## src/rtl/exp_job_sequencer_if.sv

```systemverilog
// Handshake bundle between the job sequencer, its operand producer,
// the exponentiation block and the result consumer.
interface exp_job_sequencer_if #(
  parameter int F_WIDTH   = 16,
  parameter int PTR_WIDTH = 2
);
  logic                 in_valid;
  logic                 in_ready;
  logic [F_WIDTH-1:0]   in_x;
  logic                 exp_start;
  logic [F_WIDTH-1:0]   exp_x;
  logic                 exp_busy;
  logic                 exp_done;
  logic [1:0]           exp_i_part;
  logic [F_WIDTH-1:0]   exp_f_part;
  logic                 out_valid;
  logic                 out_ready;
  logic [F_WIDTH+1:0]   out_data;
  logic [PTR_WIDTH:0]   pending;
  logic                 idle;

  // Sequencer view.
  modport master (
    input  in_valid, in_x, exp_busy, exp_done, exp_i_part, exp_f_part, out_ready,
    output in_ready, exp_start, exp_x, out_valid, out_data, pending, idle
  );

  // Environment view: producer, exponentiation block and consumer.
  modport slave (
    output in_valid, in_x, exp_busy, exp_done, exp_i_part, exp_f_part, out_ready,
    input  in_ready, exp_start, exp_x, out_valid, out_data, pending, idle
  );
endinterface

```

## src/rtl/exp_job_sequencer.sv

```systemverilog
// Job front-end for the exponentiation datapath: operand FIFO, single-job
// launch FSM and a one-entry result holding register with valid/ready output.
module exp_job_sequencer #(
  parameter int F_WIDTH   = 16,
  parameter int DEPTH     = 4,
  parameter int PTR_WIDTH = 2
) (
  input  logic                 clk,
  input  logic                 rst,
  exp_job_sequencer_if.master  bus
);

  typedef enum logic [1:0] {
    S_IDLE      = 2'd0,
    S_LAUNCH    = 2'd1,
    S_WAIT_DONE = 2'd2
  } state_e;

  logic [F_WIDTH-1:0]   mem_q [DEPTH];
  logic [PTR_WIDTH-1:0] wr_ptr_q, wr_ptr_d;
  logic [PTR_WIDTH-1:0] rd_ptr_q, rd_ptr_d;
  logic [PTR_WIDTH:0]   count_q, count_d;
  state_e               state_q, state_d;
  logic                 exp_start_q, exp_start_d;
  logic [F_WIDTH-1:0]   exp_x_q, exp_x_d;
  logic                 out_valid_q, out_valid_d;
  logic [F_WIDTH+1:0]   out_data_q, out_data_d;
  logic                 in_ready_q, in_ready_d;
  logic                 idle_q, idle_d;
  logic                 push_s, pop_s, capture_s;

  always_comb begin
    push_s      = bus.in_valid && in_ready_q;
    pop_s       = 1'b0;
    capture_s   = 1'b0;
    state_d     = state_q;
    exp_start_d = exp_start_q;
    exp_x_d     = exp_x_q;

    case (state_q)
      S_IDLE: begin
        if ((count_q != '0) && !bus.exp_busy) begin
          pop_s       = 1'b1;
          exp_x_d     = mem_q[rd_ptr_q];
          exp_start_d = 1'b1;
          state_d     = S_LAUNCH;
        end else begin
          exp_start_d = 1'b0;
        end
      end
      S_LAUNCH: begin
        if (bus.exp_busy) begin
          exp_start_d = 1'b0;
          state_d     = S_WAIT_DONE;
        end else begin
          exp_start_d = 1'b1;
        end
      end
      S_WAIT_DONE: begin
        // A full, unread holding register stalls capture; exp_done stays high meanwhile.
        if (bus.exp_done && (!out_valid_q || bus.out_ready)) begin
          capture_s = 1'b1;
          state_d   = S_IDLE;
        end else begin
          state_d   = S_WAIT_DONE;
        end
      end
      default: begin
        exp_start_d = 1'b0;
        state_d     = S_IDLE;
      end
    endcase

    if (capture_s) begin
      out_valid_d = 1'b1;
      out_data_d  = {bus.exp_i_part, bus.exp_f_part};
    end else if (out_valid_q && bus.out_ready) begin
      out_valid_d = 1'b0;
      out_data_d  = out_data_q;
    end else begin
      out_valid_d = out_valid_q;
      out_data_d  = out_data_q;
    end

    wr_ptr_d = push_s ? (wr_ptr_q + PTR_WIDTH'(1)) : wr_ptr_q;
    rd_ptr_d = pop_s  ? (rd_ptr_q + PTR_WIDTH'(1)) : rd_ptr_q;

    case ({push_s, pop_s})
      2'b10:   count_d = count_q + (PTR_WIDTH+1)'(1);
      2'b01:   count_d = count_q - (PTR_WIDTH+1)'(1);
      default: count_d = count_q;
    endcase

    in_ready_d = (count_d != (PTR_WIDTH+1)'(DEPTH));
    idle_d     = (count_d == '0) && (state_d == S_IDLE) && !out_valid_d;
  end

  always_ff @(posedge clk or posedge rst) begin
    if (rst) begin
      wr_ptr_q    <= '0;
      rd_ptr_q    <= '0;
      count_q     <= '0;
      state_q     <= S_IDLE;
      exp_start_q <= 1'b0;
      exp_x_q     <= '0;
      out_valid_q <= 1'b0;
      out_data_q  <= '0;
      in_ready_q  <= 1'b1;
      idle_q      <= 1'b1;
    end else begin
      wr_ptr_q    <= wr_ptr_d;
      rd_ptr_q    <= rd_ptr_d;
      count_q     <= count_d;
      state_q     <= state_d;
      exp_start_q <= exp_start_d;
      exp_x_q     <= exp_x_d;
      out_valid_q <= out_valid_d;
      out_data_q  <= out_data_d;
      in_ready_q  <= in_ready_d;
      idle_q      <= idle_d;
    end
  end

  // Storage needs no reset: occupancy alone decides which entries are live.
  always_ff @(posedge clk) begin
    if (push_s) begin
      mem_q[wr_ptr_q] <= bus.in_x;
    end
  end

  assign bus.in_ready  = in_ready_q;
  assign bus.exp_start = exp_start_q;
  assign bus.exp_x     = exp_x_q;
  assign bus.out_valid = out_valid_q;
  assign bus.out_data  = out_data_q;
  assign bus.pending   = count_q;
  assign bus.idle      = idle_q;

endmodule

```

## src/flat_wrapper.sv

```systemverilog
// flat-port wrapper written by rule: the top's interface ports become plain ports
module exp_job_sequencer_flat 
#(
  parameter int F_WIDTH   = 16,
  parameter int DEPTH     = 4,
  parameter int PTR_WIDTH = 2
)
  (clk, rst, bus_in_valid, bus_in_x, bus_exp_busy, bus_exp_done, bus_exp_i_part, bus_exp_f_part, bus_out_ready, bus_in_ready, bus_exp_start, bus_exp_x, bus_out_valid, bus_out_data, bus_pending, bus_idle);
  exp_job_sequencer_if #(.F_WIDTH(F_WIDTH), .PTR_WIDTH(PTR_WIDTH)) bus_i ();
  input  logic clk;
  input  logic rst;
  input wire logic [$bits(bus_i.in_valid)-1:0] bus_in_valid;
  input wire logic [$bits(bus_i.in_x)-1:0] bus_in_x;
  input wire logic [$bits(bus_i.exp_busy)-1:0] bus_exp_busy;
  input wire logic [$bits(bus_i.exp_done)-1:0] bus_exp_done;
  input wire logic [$bits(bus_i.exp_i_part)-1:0] bus_exp_i_part;
  input wire logic [$bits(bus_i.exp_f_part)-1:0] bus_exp_f_part;
  input wire logic [$bits(bus_i.out_ready)-1:0] bus_out_ready;
  output wire logic [$bits(bus_i.in_ready)-1:0] bus_in_ready;
  output wire logic [$bits(bus_i.exp_start)-1:0] bus_exp_start;
  output wire logic [$bits(bus_i.exp_x)-1:0] bus_exp_x;
  output wire logic [$bits(bus_i.out_valid)-1:0] bus_out_valid;
  output wire logic [$bits(bus_i.out_data)-1:0] bus_out_data;
  output wire logic [$bits(bus_i.pending)-1:0] bus_pending;
  output wire logic [$bits(bus_i.idle)-1:0] bus_idle;
  assign bus_i.in_valid = bus_in_valid;
  assign bus_i.in_x = bus_in_x;
  assign bus_i.exp_busy = bus_exp_busy;
  assign bus_i.exp_done = bus_exp_done;
  assign bus_i.exp_i_part = bus_exp_i_part;
  assign bus_i.exp_f_part = bus_exp_f_part;
  assign bus_i.out_ready = bus_out_ready;
  assign bus_in_ready = bus_i.in_ready;
  assign bus_exp_start = bus_i.exp_start;
  assign bus_exp_x = bus_i.exp_x;
  assign bus_out_valid = bus_i.out_valid;
  assign bus_out_data = bus_i.out_data;
  assign bus_pending = bus_i.pending;
  assign bus_idle = bus_i.idle;
  exp_job_sequencer #(.F_WIDTH(F_WIDTH), .DEPTH(DEPTH), .PTR_WIDTH(PTR_WIDTH)) u_core (.clk(clk), .rst(rst), .bus(bus_i));
endmodule
```

## config.mk

```make
export PLATFORM = sky130hd
export DESIGN_NAME = exp_job_sequencer_flat
export DESIGN_NICKNAME = d
export VERILOG_FILES = /design/src/rtl/exp_job_sequencer_if.sv /design/src/rtl/exp_job_sequencer.sv /design/src/flat_wrapper.sv
export SDC_FILE = /design/constraint.sdc
export NUM_CORES = 1
export LEC_CHECK = 0
export ABC_CLOCK_PERIOD_IN_PS = 7010
export CAP_MARGIN = 20
export CORE_MARGIN = 4
export CORE_UTILIZATION = 55
export CTS_CLUSTER_SIZE = 24
export DETAILED_ROUTE_END_ITERATION = 16
export PLACE_DENSITY = 0.94
export SLEW_MARGIN = 20
export SYNTH_ARGS = -nofsm -noshare
export SYNTH_HDL_FRONTEND = slang
export SYNTH_SLANG_ARGS = --single-unit
```

## constraint.sdc

```tcl
create_clock -name clk -period 7.01 [get_ports clk]
set_clock_uncertainty 0.1 [all_clocks]
set_input_delay 1.0515 -clock clk [delete_from_list [all_inputs] [get_ports clk]]
set_output_delay 1.0515 -clock clk [all_outputs]
set_load 0.005 [all_outputs]
```

## After elaboration in Yosys (flattened, before gate mapping)

Memory sizes are Yosys's and may differ from the RTL's. A register that Yosys moved wholly into a read port is not among the register bits.
Cells that the tools add are included.

- Add/sub/neg operators: 4
- Multipliers: 0
- Divide/modulo/power cells: 0
- Magnitude comparators: 0
- Equal/unequal tests: 5
- Shifts and indexed selects: 0
- Mux-type cells: 15
- Bitwise gates (word level): 0
- Reductions and logical operators: 15

Operator list:

| cell | count |
|---|---|
| 2-to-1 mux 1 bit | 9 |
| logical AND 1 bit | 6 |
| 2-to-1 mux 2 bit | 3 |
| one-hot mux 2 bit (3 select lines) | 1 |
| one-hot mux 3 bit (2 select lines) | 1 |
| adder 2 x 1 -> 2 bit (second input constant) | 2 |
| equality test 2 x 1 -> 1 bit (second input constant) | 2 |
| equality test 2 bit (second input constant) | 2 |
| zero test 2 bit | 2 |
| adder 3 x 1 -> 3 bit (second input constant) | 1 |
| zero test 1 bit | 3 |
| zero test 3 bit | 1 |
| != test 3 bit (second input constant) | 1 |
| one-hot mux 1 bit (3 select lines) | 1 |
| nonzero test 3 bit | 1 |
| subtractor 3 x 1 -> 3 bit (second input constant) | 1 |
| AND reduction 2 bit | 1 |
| logical OR 1 bit | 1 |

- Register bits: 31
- Latch bits: 0
- Memory bits (writable): 64
- Bits in read-only memories: 0
- Input bits: 40
- Word-level logic and storage cells: 49
- Memories: 1

Memory list:

| name | depth | bits a word | rd ports | clocked after memory_dff | wr ports | line | text |
|---|---|---|---|---|---|---|---|
| u_core.mem_q | 4 | 16 | 1 | 1 | 1 | exp_job_sequencer.sv:19 | `logic [F_WIDTH-1:0] mem_q [DEPTH];` |

## Longest topological paths before layout

- Word-level depth: 9
- Depth in mapped cells: 10

## Worst setup path after synthesis

Ideal clock, no wire load.

- Kind: input port to flip-flop
- Start point: input port bus_exp_busy
- End point: register u_core.idle_q, in the netlist u_core.bus.idle
- Library setup time: 90 ps
- Arrival time: 2981 ps
- Required time: 6820 ps
- Slack: 3839 ps
- Cell stages on the path: 9
- Buffers on the path: 1
- Path through: nor4_4 -> buf_6 -> ha_1 -> inv_1 -> fa_1 -> and3b_2 -> a31o_2 -> nand4_1 -> nor3_1

- Cells in the longest elaborated chain, start to end: 9
- Elaborated cells on any way between the ends: 14
- Classes of those cells: 2 x eq/ne; 6 x mux; 6 x reduce/logical

Ends and longest elaborated chain:

| what | line | text |
|---|---|---|
| start, declared | flat_wrapper.sv:14 | `input wire logic [$bits(bus_i.exp_busy)-1:0] bus_exp_busy;` |
| zero test 1 bit (*) | exp_job_sequencer.sv:42 | `if ((count_q != '0) && !bus.exp_busy) begin` |
| logical AND 1 bit (*) | exp_job_sequencer.sv:42 |  |
| 2-to-1 mux 1 bit (*) | exp_job_sequencer.sv:42 |  |
| 2-to-1 mux 1 bit (*) | exp_job_sequencer.sv:40 | `case (state_q)` |
| net u_core.pop_s | exp_job_sequencer.sv:30 | `logic push_s, pop_s, capture_s;` |
| equality test 2 x 1 -> 1 bit / equality test 2 bit (equally long branches) | exp_job_sequencer.sv:88 | `case ({push_s, pop_s})` |
| one-hot mux 3 bit (2 select lines) (*) | exp_job_sequencer.sv:88 |  |
| zero test 3 bit (*) | exp_job_sequencer.sv:95 | `idle_d = (count_d == '0) && (state_d == S_IDLE) && !out_valid_d;` |
| logical AND 1 bit (*) (2 in series) | exp_job_sequencer.sv:95 |  |
| net u_core.idle_d | exp_job_sequencer.sv:29 | `logic idle_q, idle_d;` |
| end signal, assigned | exp_job_sequencer.sv:120 | `idle_q <= idle_d;` |
| end, declared | exp_job_sequencer.sv:29 |  |

The timed path passes the listed nets; every way through them passes the cells marked *.
A chain may end at the register's enable or synchronous reset.

## Final worst setup path

- Start point: input port bus_exp_busy
- End point: register u_core.idle_q, in the netlist u_core.bus.idle

- Cells in the longest elaborated chain, start to end: 9
- Elaborated cells on any way between the ends: 14
- Classes of those cells: 2 x eq/ne; 6 x mux; 6 x reduce/logical

Ends and longest elaborated chain:

| what | line |
|---|---|
| zero test 1 bit | exp_job_sequencer.sv:42 |
| logical AND 1 bit | exp_job_sequencer.sv:42 |
| 2-to-1 mux 1 bit | exp_job_sequencer.sv:42 |
| 2-to-1 mux 1 bit | exp_job_sequencer.sv:40 |
| equality test 2 x 1 -> 1 bit / equality test 2 bit (equally long branches) | exp_job_sequencer.sv:88 |
| one-hot mux 3 bit (2 select lines) | exp_job_sequencer.sv:88 |
| zero test 3 bit | exp_job_sequencer.sv:95 |
| logical AND 1 bit (*) (2 in series) | exp_job_sequencer.sv:95 |
| net u_core.idle_d | exp_job_sequencer.sv:29 |

Marks and branches as above.

==> impl_metrics.ini <==
[routing]
drt_first_pass_iters = 4
routed_wl_mm = 7.481
wl_per_cell_um = 18.34
drtAntennaViolNets = 0
avgViaCountPerCell = 5.301
drt_iter0_drc = 103
vias = 2163
drc = 0

[sta]
setup_viol = 0
hold_viol = 0
post-route-period-util_pct = 48.27
max_slew_margin_pct = 31.64
maxSlewViolCount = 0
hold_slack_ns = 0.3966
fin_tns_setup_ns = 0
tightest_slew_ns = 1.025
rsz0062_at_grt = false
fin_crit_ns = 3.383
fmax_mhz = 295.6

[cts]
clockBufferDepth = 2
cts_num_sinks = 111
ctsResizeCount = 0
post_cts_buffers = 0
h-tree-depth = 3
cts_buffers = 9
clk_latency_ns = 0.36
cts.clk_slew.worst_paths_ns = 0.09
root_buffer = clkbuf_8
cts_tree = done
postCtsHoldBufs = 0

[synth]
synth_largest_area_cell = edfxtp_1
synth_compound_area_share_pct = 0.3777
muxShareOfSynthArea_pct = 18.45
postSynthCellCount = 215
synthTopCellsByArea = edfxtp_1 45%, dfrtp_1 26%, mux2_2 9.2%, mux4_1 4.9%, mux4_2 4.2%
synth_flop_cell = edfxtp_1
synth_edf_count = 64
async_flop_share_pct = 42.34
synth_top_area_share_pct = 44.63
syn-cell-area_mm2 = 0.004307
synth_top_family_by_area = multiplexers
synthSimpleGateAreaFrac_pct = 3.661
ys_ff_latch = 111
yosysUniqueCellTypes = 29
synth.most_common_cell = edfxtp_1
ys_top_cells_by_count = 64 x edfxtp_1, 45 x dfrtp_1, 35 x mux2_2
syn-num-nets = 261
synthAdderAreaFrac_pct = 1.917
yosysWarnings = 0
avgSynthCellArea_um2 = 20.03
synth-xor-area-share_pct = 1.220
ys_seq_area_share_pct = 71.99

[flow_run]
drv_cap = 0

[floorplan]
die-area_mm2 = 0.009310
die-width_um = 96.49
num_rows = 32
initial_core_util_pct = 56.02
fp.coreArea_mm2 = 0.007687
die_h_um = 96.49
pin_count = 81

[grt]
antenna_found_initial = 0
grt_remaining_overflow = 0
grt_pass1_wl_mm = 11.33
grt_max_degree = 48
grt.total_usage_pct = 17.02
grt_pass1_vias = 2197

[run_status]
outcome = finished, final reports clean

[worst_hold_path]
hold_depth = 1
min_path_type = reg -> reg

[placed_design]
post-place-cells = 391
gp_congestion = 0.7308
hpwl_mm = 4.960
io_buffers = 80

[finish]
diodes = 0
drive_gt1_share_pct = 22.55
finalNonFillerCells = 408
syn_to_final_growth_pct = 24.58
nets = 347

[power]
peakVddDrop_mv = 0.2213
pwr-share-comb_pct = 33.0
clockPowerShare_pct = 16.6
p_sw_mw = 0.5819
power.internal_mw = 1.495
sequentialPowerShare_pct = 50.4
p_leak_nw = 2.024
power_density_mw_per_mm2 = 387.1
p_sw_share_pct = 28.02

[critical_path]
start_kind = input port
required_ns = 7.18
path_max_fanout = 19
reg2reg_depth = 9
critical_path_arrival_ns = 3.55
criticalPathCategory = in -> reg
endpoint_kind = register
-- worst paths after layout --
path | slack, ns | startpoint | to
max in group asynchronous | 5.42 | rst | u_core.bus.in_ready$_DFF_PP1_
min in group asynchronous | 0.84 | rst | u_core.bus.out_data[6]$_DFFE_PP0P_
setup reg to reg | 4.37 | u_core.state_q[1]$_DFF_PP0_ | u_core.bus.idle$_DFF_PP1_
hold / removal | 0.40 | u_core.bus.exp_start$_DFFE_PP0N_ | u_core.bus.exp_start$_DFFE_PP0N_
hold reg to reg | 0.40 | u_core.bus.exp_start$_DFFE_PP0N_ | u_core.bus.exp_start$_DFFE_PP0N_
setup / recovery | 3.63 | bus_exp_busy | u_core.bus.idle$_DFF_PP1_
-- flip-flops by register name (all words and copies together), names as in the netlist --
| signal | cells |
|---|---|
| u_core.mem_q | 64 |
| u_core.bus.out_data | 18 |
| u_core.bus.exp_x | 16 |
| u_core.bus.pending | 3 |
| u_core.rd_ptr_q | 2 |
| u_core.state_q | 2 |
| u_core.wr_ptr_q | 2 |
| u_core.bus.exp_start | 1 |
| u_core.bus.idle | 1 |
| u_core.bus.in_ready | 1 |
| u_core.bus.out_valid | 1 |
-- worst max-delay path, stage by stage --
cell	delay, ns
clkdlybuf4s50_1	0.47
nor4_4	0.29
buf_4	0.32
ha_1	0.24
inv_1	0.06
fa_1	0.50
and3b_2	0.18
a31o_2	0.11
nand4_1	0.10
nor3_1	0.21
-- layout by cell type (no fill, tap or decap), types with 2 or more instances in the layout --
master	n
edfxtp_1	64
clkinv_2	2
mux4_1	8
clkbuf_8	10
xnor2_1	3
nand2_1	8
mux4_2	8
nor3_1	2
clkinv_4	3
dfstp_2	2
and3_1	5
mux2_2	35
inv_1	5
clkdlybuf4s50_1	80
dfrtp_1	45
ha_1	5
xor2_1	3
nand2b_1	2
-- power groups by stage --
| stage | combinational (mW) | clock (mW) | sequential [mW] |
|---|---|---|---|
| global route | 0.749 | 0.383 | 1.08 |
| global placement | 0.661 | 0 | 1.05 |
| CTS | 0.698 | 0.354 | 1.05 |
| finish | 0.686 | 0.344 | 1.05 |
| floorplan | 0.407 | 0 | 1.01 |
| detailed placement | 0.692 | 0 | 1.07 |
-- metal layers --
layer,GRT usage (%),vias to the layer above,wire length [um],part of all wire (%)
met5,0,-,0,0
met1,20.77,1081,2894,39
li1,-,992,-,-
met3,4.028,10,622,8.3
met2,29.43,80,3855,52
met4,6.659,0,109,1.5
-- layout make-up --
| class | instances | area [um^2] |
|---|---|---|
| Sequential cell | 111 | 3100 |
| Timing Repair Buffer | 82 | 828.3 |
| Multi-Input combinational cell | 91 | 1104 |
| Clock buffer | 10 | 137.6 |
| Tap cell | 102 | 127.6 |
| Fill cell | 511 | 2322 |
| Inverter | 6 | 22.52 |
| Clock inverter | 6 | 45.04 |
-- through the flow --
step	setup slack (ns)	cell area (um^2)	power (mW)	util, %
floorplan	3.839	4307	1.414	-
global placement	3.414	5162	1.712	67.15
detailed placement	3.335	5162	1.758	67.15
CTS	3.653	5345	2.104	69.53
global route	3.532	5365	2.208	69.79
finish	3.627	5365	2.077	69.79
-- cell families after synthesis --
logic type | count (synthesis)
AO/OA/AOI/OAI | 2
AND/OR/NAND/NOR | 25
adder cells (fa/ha/maj) | 6
flip-flops | 111
buffers and inverters | 13
XOR/XNOR | 6
multiplexers | 52
No activity file was read; power rests on OpenSTA's default activity.
